## src/rtl/uart_send_ctrl.sv

```systemverilog
// 8-N-1 UART transmitter with a sticky send-complete interrupt flag and an overrun flag.
// Latency: tx_pin goes low one edge after an accepted write; a frame lasts 10*CLKS_PER_BIT cycles.
// Backpressure: no stall; a write that arrives while busy is dropped and flagged as overrun.
module uart_send_ctrl #(
    parameter int CLKS_PER_BIT = 5208
) (
    input  logic       clk,
    input  logic       reset,
    input  logic       tx_wr,
    input  logic [7:0] tx_data,
    input  logic       irq_ack,
    output logic       tx_pin,
    output logic       tx_busy,
    output logic       uart,
    output logic       overrun
);

    localparam int CW = (CLKS_PER_BIT > 1) ? $clog2(CLKS_PER_BIT) : 1;
    localparam logic [CW-1:0] LAST = CW'(CLKS_PER_BIT - 1);

    typedef enum logic [1:0] {IDLE, START, DATA, STOP} state_t;

    state_t        state_q;
    logic [7:0]    shift_q;
    logic [2:0]    idx_q;
    logic [CW-1:0] cnt_q;
    logic          pin_q;
    logic          uart_q;
    logic          ovr_q;
    logic          baud_done;

    assign baud_done = (cnt_q == LAST);

    always_ff @(posedge clk) begin
        if (!reset) begin
            state_q <= IDLE;
            shift_q <= '0;
            idx_q   <= '0;
            cnt_q   <= '0;
            pin_q   <= 1'b1;
            uart_q  <= 1'b0;
            ovr_q   <= 1'b0;
        end else begin
            if (tx_wr && state_q != IDLE)
                ovr_q <= 1'b1;
            // The completion set below is assigned later, so it overrides a same-cycle ack.
            if (irq_ack)
                uart_q <= 1'b0;

            if (state_q != IDLE)
                cnt_q <= baud_done ? '0 : cnt_q + CW'(1);

            case (state_q)
                IDLE: begin
                    if (tx_wr) begin
                        shift_q <= tx_data;
                        cnt_q   <= '0;
                        pin_q   <= 1'b0;
                        state_q <= START;
                    end
                end
                START: begin
                    if (baud_done) begin
                        idx_q   <= '0;
                        pin_q   <= shift_q[0];
                        state_q <= DATA;
                    end
                end
                DATA: begin
                    if (baud_done) begin
                        shift_q <= shift_q >> 1;
                        if (idx_q == 3'd7) begin
                            pin_q   <= 1'b1;
                            state_q <= STOP;
                        end else begin
                            idx_q <= idx_q + 3'd1;
                            pin_q <= shift_q[1];
                        end
                    end
                end
                STOP: begin
                    if (baud_done) begin
                        uart_q  <= 1'b1;
                        state_q <= IDLE;
                    end
                end
                default: begin
                    pin_q   <= 1'b1;
                    state_q <= IDLE;
                end
            endcase
        end
    end

    assign tx_pin  = pin_q;
    assign tx_busy = (state_q != IDLE);
    assign uart    = uart_q;
    assign overrun = ovr_q;

endmodule

```

## config.mk

```make
export PLATFORM = sky130hd
export DESIGN_NAME = uart_send_ctrl
export DESIGN_NICKNAME = d
export VERILOG_FILES = /design/src/rtl/uart_send_ctrl.sv
export SDC_FILE = /design/constraint.sdc
export NUM_CORES = 1
export LEC_CHECK = 0
export CORE_UTILIZATION = 40
export CTS_CLUSTER_SIZE = 16
export DETAILED_ROUTE_END_ITERATION = 7
export PLACE_DENSITY = 0.57
export SYNTH_ARGS = -nofsm -noshare
export SYNTH_HDL_FRONTEND = slang
export SYNTH_SLANG_ARGS = --single-unit
```

## constraint.sdc

```tcl
create_clock -name clk -period 5 [get_ports clk]
set_clock_uncertainty 0.15 [all_clocks]
set_input_delay 1.25 -clock clk [delete_from_list [all_inputs] [get_ports clk]]
set_output_delay 1.25 -clock clk [all_outputs]
set_load 0.005 [all_outputs]
```

==> metrics.md, run 1 <==
| Metric | Value |
|---|---|
| Post-Syn Area | 0.00154 mm^2 |
| Drt pass-1 iters | 4 |
| Root Driver | clkbuf_8 |
| GPL Wtd Cong | 0.834 |
| Gr usage total | 0.188 |
| Initial antenna violation count | 0 |
| Post-synth EDFFs | 0 |
| Peak per-stage delay on the critical path | approximately 1.1 ns |
| # setup viols final | 0 |
| Path type of the worst min-delay path | flip-flop to flip-flop |
| Die width | 64.1 um |
| Setup TNS | 0 ns |
| TritonCTS Sinks | 29 |
| Syn Nets | 197 |
| Clock H-tree levels | 2 |
| CP startpoint kind | input pin |
| CP top delay family | compound AO/OA/AOI/OAI gates |
| Critical path fanouts, max | 20 |
| Worst hold slack | 0.310 ns |
| Most common cell after layout, fill and taps aside | dfxtp_1 |
| Via count | 1403 |
| Vias/cell | 5.89 |
| Post-CTS sizing | 0 |
| Bufs and invs on worst path | 2 |
| Layout cell share with drive strength beyond 1 | 0.0632 |
| Core area | approximately 0.0037 mm^2 |
| Chip height | 64.1 um |
| First DRT Iteration DRCs | between 90 and 100 |
| Clock network power share | 0.245 |
| Reg clk slew, reported paths | roughly 0.07 ns |
| Fmax achieved | 278 MHz |
| Cells after synthesis | roughly 180 |
| FF+latch count, synth | 29 |
| Status | complete, no violations |
| Async set-or-reset flop fraction in the synthesized netlist | 0 |
| Sequential area share after synthesis | 0.377 |
| Residual DRC count | 0 |
| Final core utilization | 0.478 |
| Final HPWL DP | 2460 um |
| Routed WL per cell | 14.7 um |
| Worst setup path class | input pin to flip-flop |
| Vias in the first global route | 1326 |
| Switch share | 0.365 |
| Synth unique cells | 43 |
| P_int | 0.484 mW |
| Largest net degree at the start of global routing | 21 |
| CTS tree | yes |
| PD cells | 433 mW/mm^2 |
| I/O pin count | 16 |
| Sw Pwr | between 0.2 and 0.3 mW |
| Worst-path cell chain | clkdlybuf4s50_1 -> inv_2 -> a311oi_2 -> o21ai_0 -> a31oi_1 |
| Die area | 0.00410 mm^2 |
| Routed WL | 3490 um |
| Max Transition Viols Final | 0 |
| Worst path required time | 5.06 ns |
| IO Port Bufs | 15 |
| Longest Clk Path Bufs | 2 |
| Max-Cap Viols | 0 |
| RSZ-0062 raised after global routing | no |
| Cts hold-fix bufs | 0 |
| Slowest-stage cell, CP | a311oi_2 |
| Crit end category | flip-flop |
| Max-slew headroom | 0.185 |
| TritonCTS buffer count | 5 |
| Yosys warns | 0 |
| Setup WS post-layout | 1.41 ns |
| Arrival @ worst endpoint | 3.65 ns |
| Seq pwr share | 0.385 |
| Nets | 208 |
| Global-route wire length before repair | 5890 um |
| Final min period | 3.59 ns |
| Skew-Pair Late Insertion Delay | ~0.29 ns |
| Comb power frac | 0.369 |
| Pre-CTS WS | 1.17 ns |
| Diode count | 0 |
| Fin crit share | 0.718 |
| Worst Tran Pin Value | 1.22 ns |
| Number of routed nets with antenna violations | 0 |
| Cell Rows | 22 |
| Final Hold Fails | 0 |
| Grt ovf | 0 |
| Post-CTS Setup Bufs | 0 |
| Commonest cells after routing, fill and taps aside | dfxtp_1 (29), nand2_1 (26), clkdlybuf4s50_1 (15), nor2_1 (11), a21oi_1 (10) |
| Synth Flop Type | dfxtp_1 |
| VDD IR-drop max | 204 uV |
| Pleak | 0.615 nW |
| Starting density of the core | 0.418 |
| Mapped Avg Cell Area | approximately 8.7 um^2 |
| Area Overhead vs Synth | 14.4% |
## logic make-up after synthesis
kind of cell | Yosys count | synth area share
AO/OA/AOI/OAI | 56 | 0.271
adder cells (fa/ha/maj) | 7 | 0.0569
buffers and inverters | 17 | 0.0593
flip-flops | 29 | 0.377
multiplexers | 1 | 0.00650
AND/OR/NAND/NOR | 68 | 0.229
## path summary, 6_finish.rpt
check	start	endpoint	slack (ns)	depth (start not counted)
max	reset	cnt_q[5]$_SDFF_PN0_	1.41	5
min reg2reg	idx_q[2]$_SDFFE_PN0P_	idx_q[2]$_SDFFE_PN0P_	0.31	2
max reg2reg	cnt_q[0]$_SDFF_PN0_	cnt_q[5]$_SDFF_PN0_	2.31	5
min	idx_q[2]$_SDFFE_PN0P_	idx_q[2]$_SDFFE_PN0P_	0.31	2
## cell type report
class	instances	area, um^2
Inverter	6	22.5
Clock buffer	8	80.1
Fill cell	383	1930
Multi-Input combinational cell	132	868
Timing Repair Buffer	15	150
Tap cell	48	60.1
Sequential cell	29	581
## metal layers
layer  routed length, um  GRT usage
met1                1620      0.207
met2                1710      0.330
met3                  97     0.0429
met4                  59      0.102
met5                   0          0
## Yosys cell counts (2+ instances only)
| master | instances | share of area |
|---|---|---|
| dfxtp_1 | 29 | 0.38 |
| nand2_1 | 26 | 0.063 |
| nor2_1 | 11 | 0.027 |
| a21oi_1 | 10 | 0.032 |
| a31oi_1 | 9 | 0.037 |
| a32oi_1 | 8 | 0.045 |
| ha_1 | 7 | 0.057 |
| o2bb2ai_1 | 7 | 0.040 |
| nand3_1 | 6 | 0.019 |
| inv_1 | 5 | 0.012 |
| nand4_1 | 5 | 0.020 |
| o21ai_0 | 5 | 0.016 |
| nor2b_1 | 4 | 0.016 |
| nor3_1 | 4 | 0.013 |
| o211ai_1 | 4 | 0.019 |
| a41oi_1 | 3 | 0.017 |
| buf_2 | 3 | 0.0097 |
| or3_1 | 3 | 0.012 |
| buf_4 | 2 | 0.0097 |
| buf_6 | 2 | 0.015 |
| clkbuf_1 | 2 | 0.0049 |
| nor4_1 | 2 | 0.0081 |
## sequential cells by signal, summed over array words and instances (netlist names)
name and count:
cnt_q 13, shift_q 8, idx_q 3, state_q 2, overrun 1, tx_pin 1
uart 1
## worst register-to-register path: stages (launching register included)
cell and delay [ns]:
dfxtp_1 0.35, ha_1 0.31, and4b_1 0.30, a311oi_2 1.05, o21ai_0 0.25, a31oi_1 0.21
## power groups by stage
stage / registers [mW] / clock network [mW] / logic [mW]
2_1_floorplan: 0.293 / 0 / 0.207
4_1_cts: 0.294 / 0.191 / 0.283
3_5_place_dp: 0.298 / 0 / 0.282
5_1_grt: 0.297 / 0.201 / 0.319
3_3_place_gp: 0.297 / 0 / 0.277
6_report: 0.294 / 0.187 / 0.282
## stage by stage
step | instance area, um^2 | cells | total power [mW]
after floorplan | 1540 | 178 | 0.500
after global placement | 1680 | 230 | 0.574
after detailed placement | 1680 | 230 | 0.580
after CTS | 1760 | 238 | 0.768
after global routing | 1760 | 238 | 0.816
final | 1760 | 238 | 0.763
Note: power is estimated with default switching activity, not from simulation.
==> run 2, diff against run 1 <==
Clock period 5 ns to 3.4 ns, I/O delays scaled along.
==> run 2 against run 1 <==
Effect of this change: power up 47%; non-clock buffer count up 1; critical path depth down 1.
==> metrics.md, run 2 (synthesis results as in run 1) <==
| Metric | Value |
|---|---|
| Post-DP Area | 0.00169 mm^2 (+0.45%) |
| Residual DRC count | 0 (unchanged) |
| Layout cell share with drive strength beyond 1 | 0.0681 (+0.00490) |
| Max-slew headroom | 0.618 (+0.433) |
| CTS tree | yes |
| Path type of the worst min-delay path | flip-flop to flip-flop |
| Largest regs | cnt_q x13, shift_q x8, idx_q x3 |
| Routed WL | 3420 um (-2.1%) |
| Clock H-tree levels | 2 (unchanged) |
| Largest net degree at the start of global routing | 21 (unchanged) |
| Vias in the first global route | 1327 (+0.075%) |
| Post-CTS sizing | 0 (unchanged) |
| Fmax achieved | 359 MHz |
| Total power | 1.12 mW (+47%) |
| Final HPWL DP | 2390 um (-2.5%) |
| IO Port Bufs | 15 (unchanged) |
| Via count | 1361 (-3.0%) |
| TritonCTS Sinks | 29 (unchanged) |
| I/O pin count | 16 (unchanged) |
| Max-Cap Viols | 0 (unchanged) |
| Final min period | 2.79 ns |
| Cell area after layout | 0.00177 mm^2 (+0.43%) |
| RSZ-0062 raised after global routing | no |
| Largest reg by FF count | cnt_q |
| Skew-Pair Late Insertion Delay | 0.28 ns (about the same) |
| Reg clk slew, reported paths | 0.06 ns (about the same) |
| Root Driver | clkbuf_8 |
| Max Transition Viols Final | 0 (unchanged) |
| Post-CTS Setup Bufs | 0 (unchanged) |
| # setup viols final | 0 (unchanged) |
| Chip height | 64.1 um (unchanged) |
| First DRT Iteration DRCs | 80 (-13%) |
| Vias/cell | 5.69 (-3.4%) |
| Number of routed nets with antenna violations | 0 (unchanged) |
| Worst path required time | 2.40 ns (-2.66 ns) |
| Die width | 64.1 um (unchanged) |
| Cell Rows | 22 (unchanged) |
| Drt pass-1 iters | 4 (unchanged) |
| Crit end category | primary output |
| Reg2Reg Setup Slack | 1.03 ns (-1.28 ns) |
| Status | complete, no violations |
| Core area | 0.00369 mm^2 (unchanged) |
| Gr usage total | 0.192 (+0.00441) |
| Nets | 209 (+0.48%) |
| Initial antenna violation count | 0 (unchanged) |
| Most common cell after layout, fill and taps aside | dfxtp_1 |
| Max reg flops | 13 (unchanged) |
| Fin crit share | 0.820 |
| Diode count | 0 (unchanged) |
| PD cells | 632 mW/mm^2 (+46%) |
| Commonest cells after routing, fill and taps aside | dfxtp_1 (29), nand2_1 (26), clkdlybuf4s50_1 (15), nor2_1 (11), a21oi_1 (10) |
| CP startpoint kind | flip-flop |
| Critical path fanouts, max | 10 (-50%) |
| Pleak | 0.620 nW (+0.86%) |
| Area Overhead vs Synth | 14.9% |
| Final Hold Fails | 0 (unchanged) |
| Longest Clk Path Bufs | 2 (unchanged) |
| Worst setup path class | flip-flop to primary output |
| GPL Wtd Cong | 0.843 (+1.1%) |
| TritonCTS buffer count | 5 (unchanged) |
| Cts hold-fix bufs | 0 (unchanged) |
| Starting density of the core | 0.418 (unchanged) |
| Worst Tran Pin Value | 0.571 ns (-0.652 ns) |
| Die area | 0.00410 mm^2 (unchanged) |
| Routed WL per cell | 14.3 um (-2.6%) |
| Setup TNS | 0 ns (unchanged) |
| Global-route wire length before repair | 6030 um (+2.5%) |
| VDD IR-drop max | 301 uV (+47%) |
| Grt ovf | 0 (unchanged) |
| Arrival @ worst endpoint | 1.79 ns (-1.86 ns) |
run 2: metal layers:
metal  track usage  share of wire  wire length, um
met5             0              0                0
met4        0.0824          0.017               59
met3        0.0607          0.030              103
met2         0.309           0.47             1610
met1         0.234           0.48             1650
run 2: worst max-delay path: stages (launching register included):
cell	delay, ns
dfxtp_1	0.38
inv_1	0.09
ha_1	0.31
inv_1	0.20
clkdlybuf4s50_1	0.53
run 2: cell type report:
cell class | instances | area (um^2)
clock buffer | 8 | 80.1
multi-input combinational | 132 | 868
tap | 48 | 60.1
fill | 376 | 1920
timing repair buffer | 16 | 158
inverter | 6 | 22.5
sequential | 29 | 581
run 2: final timing paths:
check,from,end,cells past startpoint
worst max-delay path,state_q[0]$_SDFFE_PN0P_,tx_busy,4
worst min register to register,shift_q[2]$_SDFFE_PN0P_,shift_q[2]$_SDFFE_PN0P_,1
worst max register to register,cnt_q[0]$_SDFF_PN0_,shift_q[7]$_SDFFE_PN0P_,5
worst min-delay path,shift_q[2]$_SDFFE_PN0P_,shift_q[2]$_SDFFE_PN0P_,1
run 2: stage by stage:
step | cells | util | setup WS (ns) | hold slack, ns
floorplan | 178 | - | 1.30 | 0.282
global placement | 231 | 0.458 | 0.683 | 0.297
detailed placement | 231 | 0.458 | 0.625 | 0.301
CTS | 239 | 0.480 | 0.594 | 0.315
global route | 239 | 0.480 | 0.480 | 0.341
finish | 239 | 0.480 | 0.613 | 0.311
run 2: report_power, final:
part	switching (mW)	total (mW)	internal, mW
logic	0.241	0.418	0.177
clock network	0.123	0.267	0.145
registers	0.0395	0.433	0.394
==> run 3, diff against run 2 <==
Clock period 3.4 ns to 2.61 ns, I/O delays scaled along.
==> run 3 against run 2 <==
Effect of this change: clock power up 52%; utilization increased by 2.0 points; die area did not move; non-clock buffer count up 7; critical path type unchanged.
==> metrics.md, run 3 (synthesis results as in run 1) <==
| Metric | Value |
|---|---|
| Vias/cell | 5.70 (about the same) |
| Chip height | 64.1 um (unchanged) |
| First DRT Iteration DRCs | 75 (-6.3%) |
| Post-CTS Setup Bufs | 0 (unchanged) |
| Cell Rows | 22 (unchanged) |
| Final min period | around 2.4 ns |
| Worst setup path class | flip-flop to primary output |
| Fin crit share | 0.925 |
| Comb power frac | 0.371 (-0.002) |
| Vias in the first global route | 1322 (-0.38%) |
| Starting density of the core | 0.418 (unchanged) |
| I/O pin count | 16 (unchanged) |
| Die area | 0.00410 mm^2 (unchanged) |
| Layout cell share with drive strength beyond 1 | 0.116 (+0.0481) |
| Worst Tran Pin Value | 0.516 ns (-0.0550 ns) |
| Final core utilization | 0.500 (+0.0200) |
| Most common cell after layout, fill and taps aside | dfxtp_1 |
| Routed WL per cell | 14.3 um (+0.37%) |
| Die width | 64.1 um (unchanged) |
| Largest reg by FF count | cnt_q |
| P_int | 1.00 mW (+40%) |
| Largest net degree at the start of global routing | 21 (unchanged) |
| PD cells | 838 mW/mm^2 (+33%) |
| Path type of the worst min-delay path | flip-flop to flip-flop |
| Final HPWL DP | 2550 um (+6.5%) |
| Grt ovf | 0 (unchanged) |
| Critical path fanouts, max | 5 (-5) |
| Seq pwr share | 0.365 (-0.023) |
| IO Port Bufs | 15 (unchanged) |
| GPL Wtd Cong | 0.812 (-3.7%) |
| Fmax achieved | 414 MHz |
| Worst hold slack | 0.306 ns (-0.00506 ns) |
| Nets | 216 (+3.3%) |
| Number of routed nets with antenna violations | 0 (unchanged) |
| Pleak | 0.671 nW (+8.1%) |
| Diode count | 0 (unchanged) |
| Drt pass-1 iters | 4 (unchanged) |
| Status | complete, no violations |
| Sw Pwr | 0.542 mW (+34%) |
| Arrival @ worst endpoint | 1.61 ns (-0.18 ns) |
| Total power | 1.54 mW (+38%) |
| VDD IR-drop max | 381 uV (+27%) |
| Final Hold Fails | 0 (unchanged) |
| Commonest cells after routing, fill and taps aside | dfxtp_1 (29), nand2_1 (26), clkdlybuf4s50_1 (15), nor2_1 (11), a21oi_1 (10) |
| Max-slew headroom | 0.655 (+0.0368) |
| Routed WL | 3530 um (+3.3%) |
| Longest Clk Path Bufs | 2 (unchanged) |
| Residual DRC count | 0 (unchanged) |
| Cell area after layout | 0.00184 mm^2 (+4.2%) |
| TritonCTS Sinks | 29 (unchanged) |
| Via count | 1402 (+3.0%) |
| Initial antenna violation count | 0 (unchanged) |
| Post-DP Area | 0.00174 mm^2 (+3.1%) |
| Post-CTS sizing | 0 (unchanged) |
| Root Driver | clkbuf_8 |
| Skew-Pair Late Insertion Delay | 0.28 ns (about the same) |
| TritonCTS buffer count | 5 (unchanged) |
| Cts hold-fix bufs | 0 (unchanged) |
| Max reg flops | 13 (unchanged) |
| Switch share | 0.351 (-0.00982) |
| Core area | 0.00369 mm^2 (unchanged) |
| Max Transition Viols Final | 0 (unchanged) |
| Crit end category | primary output |
| Area Overhead vs Synth | 19.7% |
| Largest regs | cnt_q x13, shift_q x8, idx_q x3 |
| Reg clk slew, reported paths | 0.06 ns (about the same) |
| Clock network power share | 0.263 (+0.024) |
| # setup viols final | 0 (unchanged) |
| Global-route wire length before repair | 5810 um (-3.7%) |
| CP startpoint kind | flip-flop |
| Setup TNS | 0 ns (unchanged) |
| Gr usage total | 0.185 (-0.00717) |
| Worst path required time | 1.81 ns (-0.59 ns) |
| Max-Cap Viols | 0 (unchanged) |
| CTS tree | yes |
| Clock H-tree levels | 2 (unchanged) |
| RSZ-0062 raised after global routing | no |
## run 3: changes by cell type in the layout (fill, tap and decap cells not counted)
| cell | change |
|---|---|
| buf_4 | +7 |
| clkbuf_8 | +2 |
| clkinv_2 | +1 |
| clkbuf_1 | -3 |
## run 3: worst paths after layout
path / start / end / depth (start not counted) / slack (ns)
max reg2reg: cnt_q[0]$_SDFF_PN0_ / shift_q[7]$_SDFFE_PN0P_ / 5 / 0.43
max: state_q[0]$_SDFFE_PN0P_ / tx_busy / 4 / 0.19
min reg2reg: idx_q[2]$_SDFFE_PN0P_ / idx_q[2]$_SDFFE_PN0P_ / 2 / 0.31
min: idx_q[2]$_SDFFE_PN0P_ / idx_q[2]$_SDFFE_PN0P_ / 2 / 0.31
## run 3: final cells by class
cell class	count	area [um^2]
clock buffers	7	96.3
clock inverters	1	5.00
fillers	367	1850
inverters	6	22.5
multi-input cells	132	868
flip-flops and latches	29	581
well taps	48	60.1
repair buffers	23	210
## run 3: per-stage QoR
stage / worst slack (ns) / std cells
after floorplan: 0.710 / 178
after global placement: 0.368 / 238
after detailed placement: 0.301 / 238
after CTS: 0.173 / 246
after global routing: 0.0614 / 246
final: 0.195 / 246
## run 3: power by group through the flow
stage                     sequential, mW  clock, mW  combinational (mW)
after floorplan                    0.561          0               0.397
after global placement             0.572          0               0.565
after detailed placement           0.573          0               0.571
after CTS                          0.564      0.418               0.574
after global routing               0.574      0.439               0.634
final                              0.564      0.407               0.574
## run 3: layer usage
layer,vias up,part of all wire,global-route usage
li1,716,-,-
met1,660,0.47,0.217
met2,18,0.48,0.299
met3,8,0.025,0.0643
met4,0,0.019,0.0852
met5,-,0,0
## run 3: worst max-delay path: stages, from the launching register on
cell,delay (ns)
dfxtp_1,0.38
inv_1,0.08
ha_1,0.21
inv_1,0.14
clkdlybuf4s50_1,0.52
